===== src/rtl/serial_full_subtractor.sv =====
// Bit-serial LSB-first subtractor (a - b): one full-subtractor slice and a registered borrow, WIDTH RUN cycles per op.
// Latency: start accepted at T0, result and done pulse after edge T_WIDTH; one operation every WIDTH+2 cycles.
// Backpressure: none; start_in is sampled only in IDLE and ignored otherwise. Macro SERIAL_SUB_OVF_EN adds signed overflow.
module serial_full_subtractor #(
  parameter int WIDTH = 8
) (
  input  logic             clk_in,
  input  logic             rst_n_in,
  input  logic             start_in,
  input  logic [WIDTH-1:0] a_in,
  input  logic [WIDTH-1:0] b_in,
  output logic             busy_out,
  output logic             done_out,
  output logic [WIDTH-1:0] diff_out,
  output logic             borrow_out,
  output logic             ovf_out
);

  localparam int CW = $clog2(WIDTH);
  localparam logic [CW-1:0] LAST = CW'(WIDTH - 1);

  typedef enum logic [1:0] {
    IDLE = 2'd0,
    RUN  = 2'd1,
    DONE = 2'd2
  } state_t;

  state_t           state;
  state_t           state_next;
  logic [WIDTH-1:0] a_sr;
  logic [WIDTH-1:0] b_sr;
  logic [WIDTH-1:0] d_sr;
  logic [WIDTH-1:0] diff_q;
  logic [CW-1:0]    cnt;
  logic             br;
  logic             borrow_q;
  logic             busy_q;
  logic             done_q;
  logic             busy_next;
  logic             done_next;
  logic             accept;
  logic             last_bit;
  logic             bit_d;
  logic             br_next;

  assign accept   = (state == IDLE) && start_in;
  assign last_bit = (state == RUN) && (cnt == LAST);

  // Single full-subtractor slice on the current LSBs.
  assign bit_d   = a_sr[0] ^ b_sr[0] ^ br;
  assign br_next = (~a_sr[0] & b_sr[0]) | (~(a_sr[0] ^ b_sr[0]) & br);

  always_ff @(posedge clk_in or negedge rst_n_in) begin
    if (!rst_n_in) begin
      state <= IDLE;
    end else begin
      state <= state_next;
    end
  end

  always_comb begin
    state_next = state;
    case (state)
      IDLE:    if (start_in) state_next = RUN;
      RUN:     if (cnt == LAST) state_next = DONE;
      DONE:    state_next = IDLE;
      default: state_next = IDLE;
    endcase
  end

  // Flags are computed from the next state so the registered outputs line up with the state.
  always_comb begin
    busy_next = (state_next != IDLE);
    done_next = (state_next == DONE);
  end

  always_ff @(posedge clk_in or negedge rst_n_in) begin
    if (!rst_n_in) begin
      busy_q <= 1'b0;
      done_q <= 1'b0;
    end else begin
      busy_q <= busy_next;
      done_q <= done_next;
    end
  end

  always_ff @(posedge clk_in or negedge rst_n_in) begin
    if (!rst_n_in) begin
      a_sr <= '0;
      b_sr <= '0;
      d_sr <= '0;
      br   <= 1'b0;
      cnt  <= '0;
    end else if (accept) begin
      a_sr <= a_in;
      b_sr <= b_in;
      d_sr <= '0;
      br   <= 1'b0;
      cnt  <= '0;
    end else if (state == RUN) begin
      a_sr <= a_sr >> 1;
      b_sr <= b_sr >> 1;
      d_sr <= {bit_d, d_sr[WIDTH-1:1]};
      br   <= br_next;
      cnt  <= cnt + 1'b1;
    end
  end

  // Result registers only move on completion, so they hold through a following RUN.
  always_ff @(posedge clk_in or negedge rst_n_in) begin
    if (!rst_n_in) begin
      diff_q   <= '0;
      borrow_q <= 1'b0;
    end else if (last_bit) begin
      diff_q   <= {bit_d, d_sr[WIDTH-1:1]};
      borrow_q <= br_next;
    end
  end

`ifdef SERIAL_SUB_OVF_EN
  logic a_msb;
  logic b_msb;
  logic ovf_q;

  // bit_d on the last RUN edge is the difference MSB.
  always_ff @(posedge clk_in or negedge rst_n_in) begin
    if (!rst_n_in) begin
      a_msb <= 1'b0;
      b_msb <= 1'b0;
      ovf_q <= 1'b0;
    end else begin
      if (accept) begin
        a_msb <= a_in[WIDTH-1];
        b_msb <= b_in[WIDTH-1];
      end
      if (last_bit) begin
        ovf_q <= (a_msb ^ b_msb) & (bit_d ^ a_msb);
      end
    end
  end

  assign ovf_out = ovf_q;
`else
  assign ovf_out = 1'b0;
`endif

  assign busy_out   = busy_q;
  assign done_out   = done_q;
  assign diff_out   = diff_q;
  assign borrow_out = borrow_q;

endmodule


===== config.mk =====
export PLATFORM = sky130hd
export DESIGN_NAME = serial_full_subtractor
export DESIGN_NICKNAME = d
export VERILOG_FILES = /design/src/rtl/serial_full_subtractor.sv
export SDC_FILE = /design/constraint.sdc
export NUM_CORES = 1
export LEC_CHECK = 0
export ABC_AREA = 1
export CAP_MARGIN = 20
export CORE_MARGIN = 4
export CORE_UTILIZATION = 51
export DETAILED_ROUTE_END_ITERATION = 16
export HOLD_SLACK_MARGIN = 0.1
export PLACE_DENSITY = 0.78
export SYNTH_ARGS = -nofsm -noshare
export SYNTH_HDL_FRONTEND = slang
export SYNTH_SLANG_ARGS = --single-unit

===== constraint.sdc =====
create_clock -name clk_in -period 1.8 [get_ports clk_in]
set_clock_uncertainty 0.1 [all_clocks]
set_input_delay 0.45 -clock clk_in [delete_from_list [all_inputs] [get_ports clk_in]]
set_output_delay 0.45 -clock clk_in [all_outputs]
set_load 0.005 [all_outputs]

==> results of run 1 <==
power groups by stage:
| stage | Sequential (uW) | Clock, uW | Combinational, uW |
|---|---|---|---|
| after floorplan | 1470 | 0 | 913 |
| after global placement | 1490 | 0 | 1220 |
| after detailed placement | 1510 | 0 | 1300 |
| after CTS | 1490 | 480 | 1300 |
| after global routing | 1540 | 526 | 1500 |
| final | 1490 | 473 | 1300 |
tightest hold or removal path: cells and delay by family (launching register included):
| kind | cells | cell delay, ps |
|---|---|---|
| AND/OR/NAND/NOR | 2 | 100 |
| flip-flops | 1 | 350 |
routing by layer:
layer / share of wire, % / vias to the layer above
met3: 3.6 / 8
li1: - / 691
met1: 41 / 684
met2: 53 / 28
met5: 0 / -
met4: 1.9 / 0
Yosys cell counts:
cell,count,area share (%)
conb_1,1,0.22
buf_6,4,2.6
o21ai_0,1,0.29
buf_4,4,1.7
fa_1,1,1.2
inv_1,4,0.86
nand3_1,54,16
inv_2,2,0.43
nor2_4,1,0.65
nor2_1,4,0.86
buf_2,3,0.86
nand2_1,66,14
clkbuf_1,1,0.22
ha_1,2,1.4
a21boi_0,1,0.43
o21ai_1,1,0.29
nand2_2,2,0.72
dfrtp_1,40,58
repair_timing:
item | 4_1_cts | 5_1_grt
hold endpoints to repair | 18 | 0
buffers inserted | 0 | 3
hold buffers | 1 | 0
gates resized for setup | 0 | 8
endpoints found under the setup margin | 0 | 8
final timing paths:
check | startpoint | endpoint | slack, ps | cells after the start
worst max register to register | cnt[0] | diff_out[6] | 360 | 7
min in group asynchronous | rst_n_in | b_sr[3] | 480 | 2
worst max-delay path | diff_out[0] | diff_out[0] | 7 | 1
max in group asynchronous | rst_n_in | d_sr[2] | 650 | 3
worst min register to register | diff_out[2] | diff_out[2] | 380 | 2
worst min-delay path | diff_out[2] | diff_out[2] | 380 | 2
cell usage in the layout (no fill, tap or decap), types with 2 or more instances in the layout:
cell             instances
clkinv_2                 2
dlymetal6s2s_1           8
buf_4                    9
dfrtp_1                 40
nand3_1                 54
inv_1                    4
nor2_1                   4
ha_1                     2
nand2_2                  2
inv_2                    2
clkbuf_4                 5
clkdlybuf4s50_1         20
nand2_1                 66
final cells by class:
type	count	area, um^2	area share, %
multi-input cells	134	623	28.8
inverters	6	22.5	1.04
flip-flops and latches	40	1000	46.2
clock inverters	2	10.0	0.462
well taps	44	55.1	2.54
clock buffers	6	51.3	2.37
repair buffers	40	403	18.6
state kept, by name, summed over array words and instances, names as in the netlist:
register,count
a_sr,8
b_sr,8
borrow_out,1
br,1
busy_out,1
cnt,3
d_sr,7
diff_out,8
done_out,1
state,2
through the flow:
step	cell area [um^2]	setup slack, ps	TNS [ps]
5_1_grt	2170	-38.7	-38.7
4_1_cts	2120	10.5	0
2_1_floorplan	1740	459	0
3_5_place_dp	2050	118	0
6_report	2170	7.26	0
3_3_place_gp	2050	168	0
cell families after synthesis:
kind of cell               Yosys count  share of synthesized area [%]
other                                1                          0.215
AOI/OAI and AO/OA                    3                           1.01
and+or+nand+nor                    127                           32.0
buffers and inverters               18                           6.69
DFF                                 40                           57.5
adders and majority gates            3                           2.59
==> reports/results.ini, run 1 <==
[run_status]
status = finished clean

[placed_design]
io_buffer_count = 29
gp_congestion = 0.735
dp_cells = 260
hpwl_um = 2470

[worst_setup_path]
path_buf_inv = 1
endpoint_kind = output port
startpoint_type = register
cp_slowest_cell = clkdlybuf4s50_1
critical_path.top_delay_family = buffers and inverters
path_cells = clkdlybuf4s50_1
max_stage_delay_ps = 510
arrival_ps = 1240
critPathKind = reg -> out
critPathMaxFanout = 2
required_ps = 1250

[pwr]
combPwrFrac_pct = 39.8
pwr-share-seq_pct = 45.7
power_frac_clock_pct = 14.5
cellPowerDensity_mw_per_mm2 = 1510
p_leak_uw = 0.00120
netSwitchingFraction_pct = 38.6
p_switching_uw = 1260
p_int_uw = 2000
power_uw = 3260
ir_worst_vdd_mv = 0.724

[yosys]
yosysSeqAreaShare_pct = 57.5
yosysWarnings = 0
synthesis.nets = 214
ys_seq_elements = 40
syn_inst = 192
synthesis.area_mm2 = 0.00174
syn_area_per_cell_um2 = 9.06
ys_types = 18

[clock_network]
cts_tree = yes
cts.clk_slew.worst_paths_ps = 120
clock_latency_ps = 350
cts-root-buf = clkbuf_4
cts.sinks = 40
clock_path_buffers = 2
numCtsBuffers = 5
h-tree-depth = 2

[routing]
drc = 0
first_iter_violations = 69
drt_pass1_iterations = 4
vias = 1411
viasPerCell = 5.19
wirelength_um = 3620
wl_per_cell_um = 13.3
ant_nets = 0

[finish]
antennaDiodeCount = 0
num-nets-final = 249
stdcell_count = 272
drive_gt1_share_pct = 10.5
num-fill-cells = 268
area_delta_synth_final_pct = 24.4
final_core_util_pct = 68.7

[global_route]
grt_max_degree = 30
met1_usage_pct = 21.1
grt_pass1_wl_um = 6180
grt_usage_pct = 18.7
grt_overflow = 0
grt_pass1_vias = 1427
grtUsageMet2_pct = 33.5
top_usage_layer = met2
antenna_found_initial = 0
met3_usage_pct = 4.42

[sta]
timing_hold_violations_final = 0
slew_viol_final = 0
period_needed_ps = 1790
hold_slack_ps = 377
fmax_ghz = 0.558
slew_headroom_pct = 62.9
tightest_slew_ps = 555
finalSetupViolations = 0
finalCritPeriodShare_pct = 99.6

[floorplan]
core_mm2 = 0.00315
die_w_um = 66.4
die_h_um = 66.4
die_area_mm2 = 0.00441
ios = 31
placement_rows = 20
start_util_pct = 55.2

[hold_path]
min-delay-path-class = reg -> reg

[job]
maxCapViolCount = 0

Note: power is estimated with default switching activity, not from simulation.
==> run 2: changes to the inputs <==
Settings changed: CORE_UTILIZATION 51 to 46, PLACE_DENSITY 0.78 to 0.74.
Clock period 1.8 ns to 1.64 ns, I/O delays scaled along.
==> run 2 against run 1 <==
  * Combinational power grew 7%
  * Core utilization shrank 8.7 points
  * Register-to-register slack got worse by 160 ps
  * Die area up 9.5%
  * Cell area up 1.3%
  * Via count is 3.0% lower
  * Hold slack worse by 8.7 ps
  * First-iteration DRC count up 32%
  * Sequential cell count is the same
  * Largest cell class unchanged
  * Largest power group unchanged
  * Highest routed layer unchanged
==> reports/results.ini, run 2 (synthesis results as in run 1) <==
[worst_setup_path]
r2r_start = cnt[0]
worst_r2r_path_depth = 7  ; unchanged
startpoint_type = register
critPathKind = reg -> reg
r2r_setup_slack_ps = 200  ; -160 ps
cp-startpoint = cnt[0]
worstSetupEndpoint = diff_out[0]
path_cells = ha_1 -> ha_1 -> nand2_1 -> nor2_1 -> buf_4 -> nand2_1 -> nand2_1
cp_slowest_cell = dfrtp_1
critical_path_cell_count = 7  ; +6
required_ps = 1730  ; +480 ps
path_buf_inv = 1  ; unchanged
arrival_ps = 1520  ; +280 ps
max_stage_delay_ps = 390  ; -120 ps
endpoint_kind = register
critPathMaxFanout = 7  ; +5
critical_path.top_delay_family = flip-flops
rr_endpoint = diff_out[0]
crit_path_frequent_cell = nand2_1

[clock_network]
cts-root-buf = clkbuf_8
clock_latency_ps = 290  ; -60 ps
clock_path_buffers = 2  ; unchanged
h-tree-depth = 2  ; unchanged
cts.clk_slew.worst_paths_ps = 70  ; -50 ps
cts.sinks = 40  ; unchanged
cts_tree = yes
numCtsBuffers = 5  ; unchanged

[sta]
finalCritPeriodShare_pct = 87.7
totalNegativeSetupSlack_ps = 0  ; unchanged
timing_hold_violations_final = 0  ; unchanged
rsz0062_at_grt = no
slew_viol_final = 0  ; unchanged
period_needed_ps = 1440
finalSetupViolations = 0  ; unchanged
final.setup.worst_slack_ps = 201  ; +194 ps
tightest_slew_ps = 515  ; -40.5 ps
slew_headroom_pct = 65.6  ; +2.7 points
fmax_ghz = 0.695

[floorplan]
die_w_um = 69.5  ; +4.7%
start_util_pct = 47.5  ; -7.7 points
core_mm2 = 0.00366  ; +16%
die_area_mm2 = 0.00483  ; +9.5%
ios = 31  ; unchanged
placement_rows = 22  ; +10%
die_h_um = 69.5  ; +4.7%

[pwr]
p_leak_uw = 0.00116  ; -3.6%
power_frac_clock_pct = 18.0  ; +3.5 points
ir_worst_vdd_mv = 0.569  ; -21%
p_int_uw = 2330  ; +16%
cellPowerDensity_mw_per_mm2 = 1670  ; +11%
netSwitchingFraction_pct = 36.5  ; -2.1 points
pwr-share-seq_pct = 44.2  ; -1.5 points
p_switching_uw = 1340  ; +6.4%
combPwrFrac_pct = 37.8  ; -2.0 points

[global_route]
grt_pass1_vias = 1353  ; -5.2%
grt_overflow = 0  ; unchanged
grt_max_degree = 41  ; +37%
antenna_found_initial = 0  ; unchanged
grt_usage_pct = 15.7  ; -3.0 points
grt_pass1_wl_um = 6000  ; -2.8%

[finish]
antennaDiodeCount = 0  ; unchanged
num-nets-final = 252  ; +1.2%
regArea_mm2 = 0.00100  ; unchanged
multiInputGateArea_um2 = 623  ; unchanged
layout_common_cells = 66 x nand2_1, 54 x nand3_1, 40 x dfrtp_1, 17 x clkdlybuf4s50_1, 12 x buf_4
final_common_cell = nand2_1
design_area_mm2 = 0.00219  ; +1.3%
area_delta_synth_final_pct = 26.1
drive_gt1_share_pct = 11.7  ; +1.2 points
num-fill-cells = 338  ; +26%

[routing]
viasPerCell = 4.90  ; -5.5%
drc = 0  ; unchanged
first_iter_violations = 91  ; +32%
vias = 1368  ; -3.0%
wl_per_cell_um = 11.7  ; -12%
ant_nets = 0  ; unchanged
wirelength_um = 3260  ; -9.8%
drt_pass1_iterations = 4  ; unchanged

[run_status]
status = finished clean

[job]
maxCapViolCount = 0  ; unchanged

[placed_design]
io_buffer_count = 29  ; unchanged
dp_slack_ps = 20.0  ; -97.9 ps
placed_area_mm2 = 0.00208  ; +1.3%
gp_congestion = 0.738  ; +0.53%
hpwl_um = 2320  ; -6.2%

[hold_path]
min-delay-path-class = reg -> reg

-- run 2: metrics by stage --
step / cells / util, % / hold slack [ps] / total power (uW)
floorplan: 192 / - / 14.4 / 2610
global placement: 267 / 56.8 / 292 / 3040
detailed placement: 267 / 56.8 / 294 / 3070
CTS: 279 / 59.9 / 376 / 3720
global route: 279 / 59.9 / 386 / 4030
finish: 279 / 59.9 / 368 / 3670
-- run 2: worst min-delay path by stage --
stage,start,to,depth (start not counted)
after floorplan,rst_n_in,a_sr[0],0
after global placement,rst_n_in,diff_out[5],2
after detailed placement,rst_n_in,diff_out[7],2
after CTS,diff_out[5],diff_out[5],2
after global routing,diff_out[4],diff_out[4],2
final,diff_out[5],diff_out[5],2
-- run 2: cell type report --
cell class                      count  share of cell area, %
Sequential cell                    40                   45.6
Inverter                            6                   1.03
Tap cell                           48                   2.74
Multi-Input combinational cell    134                   28.4
Timing Repair Buffer               43                   18.0
Clock inverter                      2                  0.456
Clock buffer                        6                   3.76
-- run 2: timing repair --
| item | CTS | global route |
|---|---|---|
| resized for setup | 10 | 1 |
| hold buffers | 1 | 0 |
| buffers inserted | 3 | 0 |
| endpoints found under the hold margin | 40 | 0 |
| setup endpoints to repair | 10 | 1 |
-- run 2: power groups by stage --
stage                     logic [uW]  registers, uW  clock network, uW
after floorplan                 1000           1610                  0
after global placement          1400           1640                  0
after detailed placement        1420           1650                  0
after CTS                       1410           1620                682
after global routing            1630           1680                724
final                           1390           1620                662
-- run 2: worst reg2reg max path: cells and delay by family, from the launching register on --
family / cells / cell delay, ps
DFF: 1 / 390
adders and majority gates: 2 / 370
and+or+nand+nor: 4 / 290
buffers and inverters: 1 / 170
-- run 2: routing by layer --
layer,up-vias,track usage [%],routed length [um]
met1,638,19.6,1470
met5,-,0,0
met2,29,25.0,1540
li1,695,-,-
met3,6,5.07,182
met4,0,6.51,67
==> run 3: changes to the inputs <==
Settings changed: CELL_PAD_IN_SITES_DETAIL_PLACEMENT set to 1, CELL_PAD_IN_SITES_GLOBAL_PLACEMENT set to 1, CORE_UTILIZATION 46 to 35, PLACE_DENSITY 0.74 to unset, PLACE_DENSITY_LB_ADDON set to 0.1.
==> run 3 against run 2 <==
  * Sequential share of layout area fell by 1.5 points
  * Largest power group unchanged
  * First-iteration DRC count fell by 49%
  * Critical path depth fell by 6
  * Critical path type is now reg -> out
  * Cell area rose by 3.5%
  * Largest cell class unchanged
  * Clock-buffer cell count did not move
  * Fmax fell by 2.0%
==> reports/results.ini, run 3 (synthesis results as in run 1) <==
[sta]
slew_viol_final = 0  ; unchanged
hold_slack_ps = 369  ; +0.996 ps
slew_headroom_pct = 65.9  ; +0.32 points
period_needed_ps = 1470  ; +29.6 ps
fmax_ghz = 0.681  ; -2.0%
finalSetupViolations = 0  ; unchanged
tightest_slew_ps = 512  ; -2.97 ps
finalCritPeriodShare_pct = 89.5  ; +1.8 points
rsz0062_at_grt = no
timing_hold_violations_final = 0  ; unchanged

[global_route]
antenna_found_initial = 0  ; unchanged
grt_pass1_vias = 1562  ; +15%
grt_usage_pct = 15.4  ; -0.33 points
grt_max_degree = 41  ; unchanged
grt_pass1_wl_um = 7360  ; +23%
grt_overflow = 0  ; unchanged

[worst_setup_path]
endpoint_kind = output port
critical_path.top_delay_family = flip-flops
r2r_setup_slack_ps = 180  ; -20 ps
startpoint_type = register
max_stage_delay_ps = 390  ; about the same
critPathKind = reg -> out
cp_slowest_cell = dfrtp_1
arrival_ps = 960  ; -560 ps
path_cells = dlygate4sd2_1
critPathMaxFanout = 2  ; -5
path_buf_inv = 1  ; unchanged
required_ps = 1130  ; -600 ps

[pwr]
p_int_uw = 2560  ; +9.8%
netSwitchingFraction_pct = 36.8  ; +0.26 points
p_leak_uw = 0.00117  ; +0.61%
combPwrFrac_pct = 38.3  ; +0.5 points
pwr-share-seq_pct = 40.6  ; -3.6 points
cellPowerDensity_mw_per_mm2 = 1780  ; +6.6%
power_frac_clock_pct = 21.1  ; +3.1 points
ir_worst_vdd_mv = 0.776  ; +36%
p_switching_uw = 1490  ; +11%

[routing]
ant_nets = 0  ; unchanged
wl_per_cell_um = 13.6  ; +17%
viasPerCell = 4.84  ; -1.4%
first_iter_violations = 46  ; -49%
wirelength_um = 4090  ; +26%
drc = 0  ; unchanged
drt_pass1_iterations = 4  ; unchanged
vias = 1451  ; +6.1%

[floorplan]
placement_rows = 25  ; +14%
ios = 31  ; unchanged
core_mm2 = 0.00475  ; +30%
start_util_pct = 36.6  ; -11 points
die_area_mm2 = 0.00616  ; +28%
die_h_um = 78.5  ; +13%
die_w_um = 78.5  ; +13%

[placed_design]
gp_congestion = 0.758  ; +2.7%
hpwl_um = 2860  ; +23%
io_buffer_count = 29  ; unchanged

[clock_network]
cts_tree = yes
numCtsBuffers = 5  ; unchanged
cts-root-buf = clkbuf_8
clock_path_buffers = 2  ; unchanged
cts.clk_slew.worst_paths_ps = 80  ; about the same
h-tree-depth = 2  ; unchanged
clock_latency_ps = 290  ; about the same
cts.sinks = 40  ; unchanged

[run_status]
status = finished clean

[finish]
final_common_cell = nand2_1
antennaDiodeCount = 0  ; unchanged
num-nets-final = 254  ; +0.79%
layout_common_cells = 66 x nand2_1, 54 x nand3_1, 40 x dfrtp_1, 17 x clkdlybuf4s50_1, 14 x buf_4
area_delta_synth_final_pct = 30.5
final_core_util_pct = 47.8  ; -12 points
num-fill-cells = 563  ; +67%
drive_gt1_share_pct = 12.9  ; +1.2 points

[hold_path]
min-delay-path-class = reg -> reg

[job]
maxCapViolCount = 0  ; unchanged

run 3: area by class of cell:
type                    count  area (um^2)  share of cell area (%)
multi-input cells         134          636                    28.0
clock buffers               6         82.6                    3.64
repair buffers             45          407                    17.9
flip-flops and latches     40         1000                    44.1
inverters                   6         22.5                   0.992
well taps                  67         83.8                    3.69
clock inverters             2         38.8                    1.71
run 3: final timing paths:
check | startpoint | end | depth (start not counted)
hold / removal | diff_out[5] | diff_out[5] | 2
max in group asynchronous | rst_n_in | b_sr[5] | 3
setup / recovery | diff_out[3] | diff_out[3] | 1
setup reg to reg | cnt[0] | diff_out[3] | 7
hold reg to reg | diff_out[5] | diff_out[5] | 2
min in group asynchronous | rst_n_in | done_out | 3
run 3: metrics by stage:
stage          total power [uW]  instance area, um^2  worst slack (ps)  TNS, ps  cells
6_report                   4050                 2270               171        0    300
5_1_grt                    4410                 2270              88.6        0    300
4_1_cts                    4090                 2250               125        0    298
3_5_place_dp               3230                 2100              -251    -2150    286
3_3_place_gp               3160                 2100             -60.7     -485    286
2_1_floorplan              2610                 1740               299        0    192
run 3: power by group through the flow:
| stage | Combinational [uW] | Sequential, uW | Clock, uW |
|---|---|---|---|
| after floorplan | 1000 | 1610 | 0 |
| after global placement | 1510 | 1650 | 0 |
| after detailed placement | 1560 | 1670 | 0 |
| after CTS | 1550 | 1650 | 887 |
| after global routing | 1780 | 1700 | 933 |
| final | 1550 | 1640 | 854 |
run 3: routing by layer:
| layer | vias up | wire length, um | track usage (%) |
|---|---|---|---|
| li1 | 700 | - | - |
| met1 | 723 | 1930 | 19.7 |
| met2 | 22 | 1950 | 24.6 |
| met3 | 6 | 153 | 4.24 |
| met4 | 0 | 62 | 5.77 |
| met5 | - | 0 | 0 |
run 3: what timing repair did:
item | CTS | global route
hold endpoints to repair | 40 | 0
pin swaps | 0 | 1
buffers inserted | 3 | 2
gates resized for setup | 13 | 1
hold buffers | 1 | 0
setup endpoints to repair | 20 | 2
